File: config.mk
export PLATFORM = sky130hd
export DESIGN_NAME = floor_position_tracker
export DESIGN_NICKNAME = d
export VERILOG_FILES = /design/src/rtl/elevator_pkg.sv /design/src/rtl/floor_position_tracker_travel_timer.sv /design/src/rtl/floor_position_tracker.sv
export SDC_FILE = /design/constraint.sdc
export NUM_CORES = 1
export LEC_CHECK = 0
export ABC_CLOCK_PERIOD_IN_PS = 2650
export BUFFER_PORTS_ARGS = -buffer_cell sky130_fd_sc_hd__buf_2
export CORE_ASPECT_RATIO = 0.7
export CORE_UTILIZATION = 45
export DETAILED_ROUTE_END_ITERATION = 8
export MAX_ROUTING_LAYER = met4
export PLACE_DENSITY_LB_ADDON = 0.3
export SLEW_MARGIN = 20
export SYNTH_ARGS = -nofsm -noshare
export SYNTH_HDL_FRONTEND = slang
export SYNTH_SLANG_ARGS = --single-unit
File: constraint.sdc
create_clock -name clk -period 2.65 [get_ports clk]
set_input_delay 0.3975 -clock clk [delete_from_list [all_inputs] [get_ports clk]]
set_output_delay 0.3975 -clock clk [all_outputs]
set_load 0.02 [all_outputs]
File: src/rtl/elevator_pkg.sv
// Shared types for the car-position path: floor code width, floor type and FSM states.
package elevator_pkg;

  localparam int FLOOR_W = 4;

  typedef logic [FLOOR_W-1:0] floor_t;

  typedef enum logic [1:0] {
    IDLE   = 2'd0,
    MOVE   = 2'd1,
    ARRIVE = 2'd2,
    HALT   = 2'd3
  } state_t;

endpackage

File: src/rtl/floor_position_tracker_travel_timer.sv
// Per-floor travel timer: loadable down-counter that parks at zero and flags it.
module travel_timer #(
  parameter int TRAVEL_CYCLES = 8
) (
  input  logic clk,
  input  logic reset,
  input  logic i_load,
  input  logic i_en,
  output logic o_zero
);

  localparam int CW = (TRAVEL_CYCLES > 1) ? $clog2(TRAVEL_CYCLES) : 1;
  localparam logic [CW-1:0] RELOAD = CW'(TRAVEL_CYCLES - 1);

  logic [CW-1:0] r_count;

  always_ff @(posedge clk or posedge reset) begin
    if (reset) begin
      r_count <= '0;
    end else if (i_load) begin
      r_count <= RELOAD;
    end else if (i_en && (r_count != '0)) begin
      r_count <= r_count - CW'(1);
    end
  end

  assign o_zero = (r_count == '0);

endmodule

File: src/rtl/floor_position_tracker.sv
// Car-position tracker: accepts a target floor and steps the car one floor per TRAVEL_CYCLES.
// Optional emergency stop (estop input, HALT state) is built when STOP_EN is defined.
module floor_position_tracker
  import elevator_pkg::*;
#(
  parameter int NUM_FLOORS    = 5,
  parameter int TRAVEL_CYCLES = 8
) (
  input  logic   clk,
  input  logic   reset,
  input  logic   req_valid,
  input  floor_t req_floor,
`ifdef STOP_EN
  input  logic   estop,
`endif
  output logic   req_ready,
  output floor_t floor,
  output logic   moving,
  output logic   dir_up,
  output logic   arrived,
  output logic   error
);

  localparam logic [31:0] NUM_FLOORS_U = 32'(NUM_FLOORS);

  state_t r_state;
  floor_t r_floor;
  floor_t r_target;
  logic   r_moving;
  logic   r_dir;
  logic   r_arrived;
  logic   r_error;

  logic   w_estop;
  logic   w_inRange;
  logic   w_sameFloor;
  logic   w_travel;
  logic   w_zero;
  logic   w_step;
  logic   w_startTrip;
  floor_t w_nextFloor;

`ifdef STOP_EN
  assign w_estop = estop;
`else
  assign w_estop = 1'b0;
`endif

  assign w_inRange   = ({{(32-FLOOR_W){1'b0}}, req_floor} < NUM_FLOORS_U);
  assign w_sameFloor = (req_floor == r_floor);
  assign w_startTrip = (r_state == IDLE) && req_valid && w_inRange && !w_sameFloor;

  // A released HALT counts as a travel cycle so a stop delays the step by exactly its length.
  assign w_travel    = ((r_state == MOVE) || (r_state == HALT)) && !w_estop;
  assign w_step      = w_travel && w_zero;
  assign w_nextFloor = r_dir ? (r_floor + floor_t'(1)) : (r_floor - floor_t'(1));

  travel_timer #(
    .TRAVEL_CYCLES(TRAVEL_CYCLES)
  ) u_timer (
    .clk   (clk),
    .reset (reset),
    .i_load(w_startTrip || w_step),
    .i_en  (w_travel),
    .o_zero(w_zero)
  );

  always_ff @(posedge clk or posedge reset) begin
    if (reset) begin
      r_state   <= IDLE;
      r_floor   <= '0;
      r_target  <= '0;
      r_moving  <= 1'b0;
      r_dir     <= 1'b0;
      r_arrived <= 1'b0;
      r_error   <= 1'b0;
    end else begin
      r_arrived <= 1'b0;
      r_error   <= 1'b0;
      case (r_state)
        IDLE: begin
          if (req_valid) begin
            if (!w_inRange) begin
              r_error <= 1'b1;
            end else if (w_sameFloor) begin
              r_state   <= ARRIVE;
              r_arrived <= 1'b1;
            end else begin
              r_target <= req_floor;
              r_dir    <= (req_floor > r_floor);
              r_moving <= 1'b1;
              r_state  <= MOVE;
            end
          end
        end
        MOVE, HALT: begin
          if (w_estop) begin
            r_state  <= HALT;
            r_moving <= 1'b0;
          end else begin
            r_state  <= MOVE;
            r_moving <= 1'b1;
            if (w_zero) begin
              r_floor <= w_nextFloor;
              if (w_nextFloor == r_target) begin
                r_state   <= ARRIVE;
                r_moving  <= 1'b0;
                r_arrived <= 1'b1;
              end
            end
          end
        end
        ARRIVE: r_state <= IDLE;
        default: r_state <= IDLE;
      endcase
    end
  end

  assign req_ready = (r_state == IDLE);
  assign floor     = r_floor;
  assign moving    = r_moving;
  assign dir_up    = r_dir;
  assign arrived   = r_arrived;
  assign error     = r_error;

endmodule

* Word-level counts from Yosys, hierarchy flattened
Index checks and enable logic that the tools add are counted.
Storage, ports and cells: output and inout port bits 9, word-level logic and storage cells 64, bits in registers 17
Cells by class: order comparisons 2, bitwise logic cells 1, muxes and demuxes 24, equality and inequality tests 8, reduce and logical (&&, ||, !) cells 18, add/sub/neg operators 3
Operators with widths (count):
- 1-bit two-way mux | 13
- 2-bit two-way mux | 5
- 4-bit == test | 2
- 4-bit AND reduction | 2
- 3-bit two-way mux | 2
- 2-bit case mux with 3 select lines | 1
- 1-bit logical AND | 5
- 4-bit by 1-bit adder with 4-bit output, second input constant | 1
- 2-bit == test, second input constant | 2
- 4-bit greater-than comparator | 1
- 4-bit by 3-bit < comparator with 1-bit output, second input constant | 1
- 4-bit two-way mux | 1
- 2-bit != test, second input constant | 2
- 1-bit case mux with 2 select lines | 2
- 2-bit AND reduction | 2
- 2-bit nonzero test | 2
- 4-bit by 1-bit subtractor with 4-bit output, second input constant | 1
- 3-bit logical NOT | 1
- 3-bit nonzero test | 1
- 3-bit by 1-bit subtractor with 3-bit output, second input constant | 1
- 2-bit by 1-bit == test with 1-bit output, second input constant | 1
- 2-bit logical NOT | 1
- 1-bit logical OR | 2
- 2-bit by 1-bit != test with 1-bit output, second input constant | 1
- 3 further kinds | 3

* Depth between registers and ports, before layout
Gate-level depths: netlist of the first run.
depth in word-level cells 6, gate-level depth with buffers 6

* By module
Synthesis of the first run repeated with hierarchy kept, for this count alone.
Second synthesis, totals: cell total of the unflattened synthesis 95, area, all modules 1013.5 µm²
By module, submodules not included:
- floor_position_tracker | area each 825.8 µm², cells each 77, instances 1
- travel_timer | area each 187.7 µm², cells each 18, instances 1

* Worst setup path before layout of the first run
Ideal clock, no wire load.
kind register to register, start point reg r_floor[1], in the netlist floor[1], end point reg r_target[0], arrival time 1819 ps, cell stages (with the launch flop) 6, required time 2525 ps, slack 706 ps, library setup time 125 ps, period minus slack after synthesis 1944 ps, cells stage by stage dfrtp_1 inv_1 ha_1 and4_1 nor4_4 mux2_2
On the way: word-level cells in the longest chain between the ends 3
RTL lines:
- from (decl) | line floor_position_tracker.sv:27 | floor_t r_floor;
- from (signal assigned) | line floor_position_tracker.sv:104 | r_floor <= w_nextFloor;
- 4-bit == test | line floor_position_tracker.sv:50 | assign w_sameFloor = (req_floor == r_floor);
- 1-bit NOT (no source line)
- 4-bit AND reduction (no source line)
- to (signal assigned) | line floor_position_tracker.sv:89 | r_target <= req_floor;
- to (decl) | line floor_position_tracker.sv:28 | floor_t r_target;
Every way passes these cells. A chain may end at the register's enable or synchronous reset.

* Worst setup path in the final report of the first run
start point reg r_floor[1], in the netlist floor[1], end point reg r_target[1]
Same word-level chain as after synthesis.

==> results of run 1 <==
[state kept, by name (all words and copies together), names as in the netlist]
register         flops
dir_up               1
error                1
floor                4
moving               1
u_timer.r_count      3
arrived              1
r_state              2
r_target             4
[where the power goes]
part	internal, mW	total (mW)	leakage (nW)	switching [mW]
Clock	0.0563	0.141	0.0177	0.0849
Sequential	0.354	0.447	0.207	0.0932
Combinational	0.300	0.664	0.345	0.364
Total	0.710	1.25	0.569	0.542
[metal layers]
layer	up-vias	GRT usage, %
met5	-	-
met4	0	7.317
met3	7	5.994
met2	22	30.23
met1	324	24.22
li1	358	-
[Yosys cell counts]
library cell,number
nor2b_1,1
fa_1,1
xnor3_1,1
xor2_1,2
nand3_1,5
a31oi_1,2
nor3_1,3
o21ai_0,5
inv_1,11
nand2_1,5
nor2_1,8
and4b_1,1
dfrtp_1,17
o21a_1,2
a41o_1,2
nand3b_1,1
a21o_1,1
and2b_1,1
and4_1,1
mux2_2,3
nand2b_1,1
nor4_4,1
buf_6,1
or3b_4,1
xnor2_1,4
a21oi_1,4
ha_1,8
[worst max-delay path, cell delays in order, from the launching register on]
cell and delay (ns):
dfrtp_1 0.42, inv_1 0.11, ha_1 0.29, and4_1 0.24, nor4_4 0.47, mux2_2 0.39
[cell usage in the layout (no fill, tap or decap), types with 2 or more instances in the layout]
cell / instances
inv_1: 11
ha_1: 8
clkbuf_4: 3
buf_2: 15
o21ai_0: 5
nand2_1: 5
dfrtp_1: 17
nor2_1: 8
a31oi_1: 2
mux2_2: 3
o21a_1: 2
nor3_1: 3
nand3_1: 5
a41o_1: 2
xnor2_1: 4
a21oi_1: 4
xor2_1: 2
[stage by stage]
stage          hold WS (ns)  cells
2_1_floorplan        0.3236     93
3_3_place_gp         0.5103    129
3_5_place_dp         0.5021    129
4_1_cts              0.1832    133
5_1_grt              0.2123    133
6_report             0.1486    133
[worst min-delay path by stage]
stage               slack (ns)          startpoint                      end
floorplan                 0.32               reset        arrived$_DFF_PP0_
global placement          0.51               reset       dir_up$_DFFE_PP0P_
detailed placement        0.50  moving$_DFFE_PP0P_       moving$_DFFE_PP0P_
CTS                       0.18               reset  r_target[3]$_DFFE_PP0P_
global route              0.21               reset     floor[3]$_DFFE_PP0P_
finish                    0.15               reset  r_target[3]$_DFFE_PP0P_
[kinds of logic (layout without fill, tap and decap cells)]
group           after synthesis  count (layout)  share of synthesized area, %
simple gates                 29              29                         17.20
flops                        17              17                         43.65
compound gates               16              16                         10.27
buf+inv                      12              30                         5.391
fa+ha+maj                     9               9                         12.32
xor+xnor                      7               7                         7.702
mux                           3               3                         3.466
[final cells by class]
cell class,instances,area (um2)
sequential,17,425.4
clock inverter,1,5.005
clock buffer,3,22.52
multi-input combinational,64,496.7
tap,22,27.53
fill,184,858.3
inverter,11,41.29
timing repair buffer,15,75.07
==> metrics.txt, run 1 <==
diode count=0; Final Setup Violations=0; reg-to-reg slack, setup=0.62 ns; CP Data Arrival Time=2.21 ns; Synth Instances=93; GP Congestion=around 0.78; ANT nets after route=0; die area=0.002359 mm2; fmax=0.4937 GHz; Iter 0 DRT Violations=14; flop and latch count out of synthesis=17; Final Skew=0.01118 ns; CTS root buffer=clkbuf_4; share of the synthesized area in the top cell type=between 40% and 50%; Final Hold Violating Endpoints=0; crit path launch=floor[1]$_DFFE_PP0P_; first-pass GRT wire length=approximately 3 mm; RSZ-0062 raised after global routing=false; Max VDD drop=0.5547 mV; Pins Over Slew Limit=0; Synth cell types=27; Syn Area/Cell=10.48 um2; largest net degree at the start of global routing=18; pwr/cell area=around 1100 mW/mm2; met2 wire length=between 700 and 800 um; FF-to-FF path depth=5; failing checks=DRC; die width=57.63 um; Critical R2R Capture=r_target[1]$_DFFE_PP0P_; crit path time final=just over 2 ns; worst hold path class=in -> async; DR top layer=met4; Cell Rows=13; gr ovfl total=0; total CTS buffers=3; Max-cap violations=0; critical path capture point type=register; drt drc=2; vias in the first global route=around 640; Final #Nets=128; Clock transition at path regs=0.10 ns; drt pass-1 iters=6; synthesized area=~970 um2; setup_tns=0 ns; CP endpoint=r_target[1]$_DFFE_PP0P_; Post-Route WL=1.827 mm; WP data required=about 2.8 ns; clock buffer depth=2; CP Launch Type=register; wl on met1=935 um; top area cells in the synthesized netlist=dfrtp_1 44%, ha_1 10%, inv_1 4.2%; Initial Util=49.94%; IO Pins=16; DP Area=around 0.0011 mm2; # clock sinks=17; Die Y=a little over 40 um; DR WL met3=102 um; fin crit share=about three quarters; worst skew pair latency=0.30 ns; fin util=56.03%; DP Worst Slack=0.5889 ns; crit-path max FO=8; Critical R2R Launch=floor[1]$_DFFE_PP0P_; number of port buffers=15; DP HPWL=roughly 1.4 mm; area delta synth->final=12.20%; post_cts resized=0; initial antenna violation count=0; slew at the pin closest to its max-slew limit=0.6190 ns; GR Util All Layers=19.37%; vias per cell=5.346; Core Area=around 0.0020 mm2; CTS H-tree depth=1; Slew headroom=58.69%; Seq/Total Area, Yosys=43.65%; synth warn=0; design area=0.001094 mm2; layout cell share with drive strength beyond 1=21.62%; Pleak=0.5689 nW; critical path class=reg -> reg; Pwr Total=1.252 mW; Routed WL per cell=around 14 um; Hold-fix buffers, CTS=0; CTS tree=yes; setup bufs post-CTS=0; final worst setup slack=0.6245 ns; area leader, netlist=dfrtp_1; Via Count=around 700; Post-Syn Nets=between 100 and 150; outcome=finished, violations left
Note: power is estimated with default switching activity, not from simulation.
==> run 2, diff against run 1 <==
--- a/config.mk
+++ b/config.mk
@@ -5,7 +5,7 @@
 export SDC_FILE = /design/constraint.sdc
 export NUM_CORES = 1
 export LEC_CHECK = 0
-export ABC_CLOCK_PERIOD_IN_PS = 2650
+export ABC_CLOCK_PERIOD_IN_PS = 2070
 export BUFFER_PORTS_ARGS = -buffer_cell sky130_fd_sc_hd__buf_2
 export CORE_ASPECT_RATIO = 0.7
 export CORE_UTILIZATION = 45
==> constraint.sdc (replaced) <==
create_clock -name clk -period 2.07 [get_ports clk]
set_input_delay 0.3105 -clock clk [delete_from_list [all_inputs] [get_ports clk]]
set_output_delay 0.3105 -clock clk [all_outputs]
set_load 0.02 [all_outputs]
==> metrics.txt, run 2 (synthesized netlist as in run 1, its figures left out) <==
switching share of power=42.61% (-0.68 points); commonest non-fill, non-tap cells in the layout=16 x dfrtp_1, 15 x buf_2, 11 x inv_1; WP data required=2.25 ns (-0.59 ns); Final Setup Violations=0 (unchanged); clock buffer depth=2 (unchanged); initial antenna violation count=0 (unchanged); outcome=finished, violations left; Final #Nets=130 (+1.6%); GP Congestion=0.7486 (-4.5%); Worst Path Buf+Inv=0 (-1); RSZ-0062 raised after global routing=false; vias in the first global route=677 (+6.6%); Cell Rows=13 (unchanged); Final Hold Violating Endpoints=0 (unchanged); CTS tree=yes; gr ovfl total=0 (unchanged); critical path capture point type=register; CTS root buffer=clkbuf_4; failing checks=DRC; Clock transition at path regs=0.09 ns (about the same); CP Data Arrival Time=2.09 ns (-0.12 ns); Crit path depth=4 (-1); IO Pins=16 (unchanged); fin cells=135 (+1.5%); critical path cell sequence=ha_1 -> and4_1 -> nor4_4 -> mux2_2; Pins Over Slew Limit=0 (unchanged); M3 GR Usage=6.940% (+0.95 points); worst skew pair latency=0.29 ns (about the same); design area=0.001109 mm2 (+1.4%); largest net degree at the start of global routing=18 (unchanged); critical path class=reg -> reg; CP Launch Type=register; Pleak=0.5749 nW (+1.1%); Routed WL per cell=13.96 um (+1.6%); slew at the pin closest to its max-slew limit=0.6352 ns (+0.01617 ns); placed cells=131 (+1.6%); Core Area=0.001952 mm2 (unchanged); GR Util All Layers=20.69% (+1.3 points); drt drc=2 (unchanged); die width=57.63 um (unchanged); Slew headroom=57.61% (-1.1 points); Internal Dissipation=0.9231 mW (+30%); CTS H-tree depth=1 (unchanged); number of port buffers=15 (unchanged); vias per cell=5.222 (-2.3%); diode count=0 (unchanged); fmax=0.5247 GHz (+6.3%); fin util=56.79% (+0.77 points); die area=0.002359 mm2 (unchanged); Die Y=40.94 um (unchanged); top cell family by delay on the critical path=simple AND/OR/NAND/NOR gates; Iter 0 DRT Violations=15 (+1); area delta synth->final=13.74%; switching power=0.6854 mW (+26%); met2 Usage GRT=30.23% (unchanged); Post-Route WL=1.885 mm (+3.2%); total CTS buffers=3 (unchanged); FF-to-FF path depth=4 (-1); # clock sinks=17 (unchanged); ANT nets after route=0 (unchanged); Clk network pwr share=11.0% (-0.3 points); slowest CP cell=dfrtp_2; crit-path max FO=6 (-2); commonest non-fill, non-tap cell in the layout=dfrtp_1; Final Skew=0.001635 ns (-0.009547 ns); first-pass GRT wire length=3.249 mm (+7.5%); layout cell share with drive strength beyond 1=23.01% (+1.4 points); Initial Util=49.94% (unchanged); crit path time final=1.906 ns (-0.1195 ns); DP Area=0.001081 mm2 (+1.4%); pwr/cell area=1451 mW/mm2 (+27%); Sequential Power Share=35.2% (-0.5 points); fin crit share=92.08% (+16 points); Max-cap violations=0 (unchanged); max incr delay on CP=0.47 ns (about the same); drt pass-1 iters=6 (unchanged); worst hold path class=in -> async; setup_tns=0 ns (unchanged); Filler Cell Count=172 (-6.5%); Comb pwr share=53.8% (+0.7 points); setup bufs post-CTS=0 (unchanged); busiest grt layer=met2; Max VDD drop=0.6161 mV (+11%); met1 Usage GRT=27.63% (+3.4 points); Via Count=705 (-0.84%); DP HPWL=1.494 mm (+5.0%)
run 2: stage by stage:
step,hold WS (ns),power (mW),setup slack (ns)
2_1_floorplan,0.2366,1.220,0.1260
3_3_place_gp,0.4195,1.397,0.1410
3_5_place_dp,0.4294,1.429,0.1091
4_1_cts,0.1021,1.616,0.1072
5_1_grt,0.1402,1.780,0.02778
6_report,0.08201,1.609,0.1640
run 2: final timing paths:
path                                 startpoint                 endpoint  slack (ns)
max                        floor[0]$_DFFE_PP0P_  r_target[1]$_DFFE_PP0P_        0.16
min                                       reset          error$_DFF_PP0_        0.08
max reg2reg                floor[0]$_DFFE_PP0P_  r_target[1]$_DFFE_PP0P_        0.16
min in group clk                   req_floor[0]  r_target[0]$_DFFE_PP0P_        0.29
min reg2reg                  moving$_DFFE_PP0P_       moving$_DFFE_PP0P_        0.52
max in group asynchronous                 reset     floor[0]$_DFFE_PP0P_        1.54
run 2: area by class of cell:
type | instances | area [um2] | share of cell area (%)
Clock buffer | 4 | 26.28 | 2.370
Inverter | 11 | 41.29 | 3.725
Multi-Input combinational cell | 64 | 496.7 | 44.81
Sequential cell | 17 | 426.7 | 38.49
Tap cell | 22 | 27.53 | 2.483
Timing Repair Buffer | 17 | 90.09 | 8.126
run 2: power by group through the flow:
| stage | Clock, mW | Sequential (mW) | Combinational (mW) |
|---|---|---|---|
| 4_1_cts | 0.187 | 0.562 | 0.866 |
| 2_1_floorplan | 0 | 0.614 | 0.607 |
| 3_3_place_gp | 0 | 0.564 | 0.833 |
| 6_report | 0.177 | 0.567 | 0.865 |
| 5_1_grt | 0.197 | 0.591 | 0.992 |
| 3_5_place_dp | 0 | 0.570 | 0.859 |
run 2: worst register-to-register path, cell delays in order, from the launching register on:
cell and delay [ns]:
dfrtp_2 0.47, ha_1 0.30, and4_1 0.27, nor4_4 0.38, mux2_2 0.38
run 2: what timing repair did:
action	4_1_cts	5_1_grt
resized for setup	0	1
hold buffers	0	0
endpoints found under the setup margin	0	2
run 2: per-layer routing:
| layer | wire (um) | share of wire, % |
|---|---|---|
| met1 | 1008 | 53 |
| met2 | 756 | 40 |
| met3 | 101 | 5.4 |
| met4 | 18 | 0.95 |
| met5 | 0 | 0 |
==> run 3, diff against run 2 <==
--- a/config.mk
+++ b/config.mk
@@ -12,6 +12,7 @@
 export DETAILED_ROUTE_END_ITERATION = 8
 export MAX_ROUTING_LAYER = met4
 export PLACE_DENSITY_LB_ADDON = 0.3
+export REMOVE_ABC_BUFFERS = 1
 export SLEW_MARGIN = 20
 export SYNTH_ARGS = -nofsm -noshare
 export SYNTH_HDL_FRONTEND = slang
==> metrics.txt, run 3 (synthesized netlist as in run 1, its figures left out) <==
area of the multi-input gates=496.7 um2 (unchanged); design area=0.001109 mm2 (unchanged); final worst setup slack=0.1677 ns (+0.003696 ns); vias in the first global route=689 (+1.8%); Final Hold Violating Endpoints=0 (unchanged); setup bufs post-CTS=0 (unchanged); Slew headroom=58.27% (+0.66 points); initial antenna violation count=0 (unchanged); Max-cap violations=0 (unchanged); layout cell share with drive strength beyond 1=23.01% (unchanged); fmax=0.5257 GHz (+0.19%); Core Area=0.001952 mm2 (unchanged); Via Count=729 (+3.4%); Final Skew=0.008518 ns (+0.006883 ns); crit-path max FO=6 (unchanged); largest net degree at the start of global routing=18 (unchanged); number of port buffers=15 (unchanged); WP data required=2.26 ns (about the same); ANT nets after route=0 (unchanged); Clock transition at path regs=0.10 ns (about the same); Internal Dissipation=0.9221 mW (-0.12%); Comb pwr share=53.7% (about the same); Die Y=40.94 um (unchanged); crit path launch=floor[0]$_DFFE_PP0P_; DP Area=0.001081 mm2 (unchanged); commonest non-fill, non-tap cells in the layout=16 x dfrtp_1, 15 x buf_2, 11 x inv_1; pwr/cell area=1457 mW/mm2 (+0.43%); # clock sinks=17 (unchanged); worst skew pair latency=0.30 ns (about the same); Critical R2R Capture=arrived$_DFF_PP0_; Reg area=426.7 um2 (unchanged); reg-to-reg slack, setup=0.17 ns (about the same); FF-to-FF path depth=6 (+2); Cell Rows=13 (unchanged); critical path capture point type=register; Pins Over Slew Limit=0 (unchanged); CP Launch Type=register; Initial Util=49.94% (unchanged); switching share of power=42.92% (+0.31 points); Hold-fix buffers, CTS=0 (unchanged); DP HPWL=1.547 mm (+3.6%); clock buffer depth=2 (unchanged); CP endpoint=arrived$_DFF_PP0_; outcome=finished, violations left; vias per cell=5.400 (+3.4%); fin crit share=91.90% (-0.18 points); diode count=0 (unchanged); worst hold path class=in -> async; Critical R2R Launch=floor[0]$_DFFE_PP0P_; RSZ-0062 raised after global routing=false; failing checks=DRC; CP Data Arrival Time=2.10 ns (about the same); drt pass-1 iters=7 (+1); GP Congestion=0.8111 (+8.3%); drt drc=2 (unchanged); die width=57.63 um (unchanged); first-pass GRT wire length=3.187 mm (-1.9%); CTS tree=yes; Pwr Total=1.615 mW (+0.43%); CTS root buffer=clkbuf_4; DP Worst Slack=0.09647 ns (-0.01259 ns); IO Pins=16 (unchanged); Post-Route WL=1.945 mm (+3.2%); GR Util All Layers=20.25% (-0.43 points); Sequential Power Share=35.1% (about the same); setup_tns=0 ns (unchanged); Max VDD drop=0.6148 mV (-0.21%); Final #Nets=130 (unchanged); gr ovfl total=0 (unchanged); commonest non-fill, non-tap cell in the layout=dfrtp_1; switching power=0.6934 mW (+1.2%); Pleak=0.5749 nW (unchanged); crit path time final=1.902 ns (-0.003696 ns); die area=0.002359 mm2 (unchanged); Final Setup Violations=0 (unchanged); area delta synth->final=13.74% (unchanged); Filler Cell Count=180 (+4.7%); critical path class=reg -> reg; CTS H-tree depth=1 (unchanged); Iter 0 DRT Violations=17 (+2); Clk network pwr share=11.2% (+0.2 points); total CTS buffers=3 (unchanged); slew at the pin closest to its max-slew limit=0.6252 ns (-0.009956 ns); Routed WL per cell=14.41 um (+3.2%)
## run 3: what timing repair did
action | 4_1_cts | 5_1_grt
endpoints found under the setup margin | 0 | 2
gates resized for setup | 0 | 1
endpoints found under the hold margin | 0 | 0
## run 3: worst min-delay path by stage
stage	slack (ns)	endpoint
3_5_place_dp	0.44	r_target[3]$_DFFE_PP0P_
2_1_floorplan	0.24	arrived$_DFF_PP0_
5_1_grt	0.15	r_target[3]$_DFFE_PP0P_
6_report	0.07	r_target[3]$_DFFE_PP0P_
4_1_cts	0.11	dir_up$_DFFE_PP0P_
3_3_place_gp	0.43	error$_DFF_PP0_
## run 3: worst max-delay path: stages, from the launching register on
cell     delay (ns)
dfrtp_2        0.45
inv_1          0.08
fa_1           0.43
xor2_1         0.25
xor2_1         0.11
and4b_1        0.26
a41o_1         0.23
## run 3: metrics by stage
stage,hold WS (ns),util (%),cells
after detailed placement,0.4411,55.38,131
after floorplan,0.2366,-,92
after global routing,0.1500,56.79,135
after global placement,0.4315,55.38,131
after CTS,0.1112,56.73,135
final,0.07111,56.79,135
## run 3: final cells by class
type	instances	share of cell area (%)
Sequential cell	17	38.49
Clock buffer	4	2.370
Multi-Input combinational cell	64	44.81
Inverter	11	3.725
Tap cell	22	2.483
Timing Repair Buffer	17	8.126
## run 3: power groups by stage
stage / Combinational, mW / Sequential (mW) / Clock (mW)
floorplan: 0.590 / 0.620 / 0
global placement: 0.831 / 0.565 / 0
detailed placement: 0.867 / 0.570 / 0
CTS: 0.875 / 0.563 / 0.190
global route: 0.976 / 0.584 / 0.202
finish: 0.868 / 0.567 / 0.181
## run 3: routing by layer
| layer | wire [um] | track usage (%) |
|---|---|---|
| met2 | 895 | 33.43 |
| met4 | 44 | 9.146 |
| met3 | 95 | 5.994 |
| met5 | 0 | - |
| met1 | 908 | 23.75 |
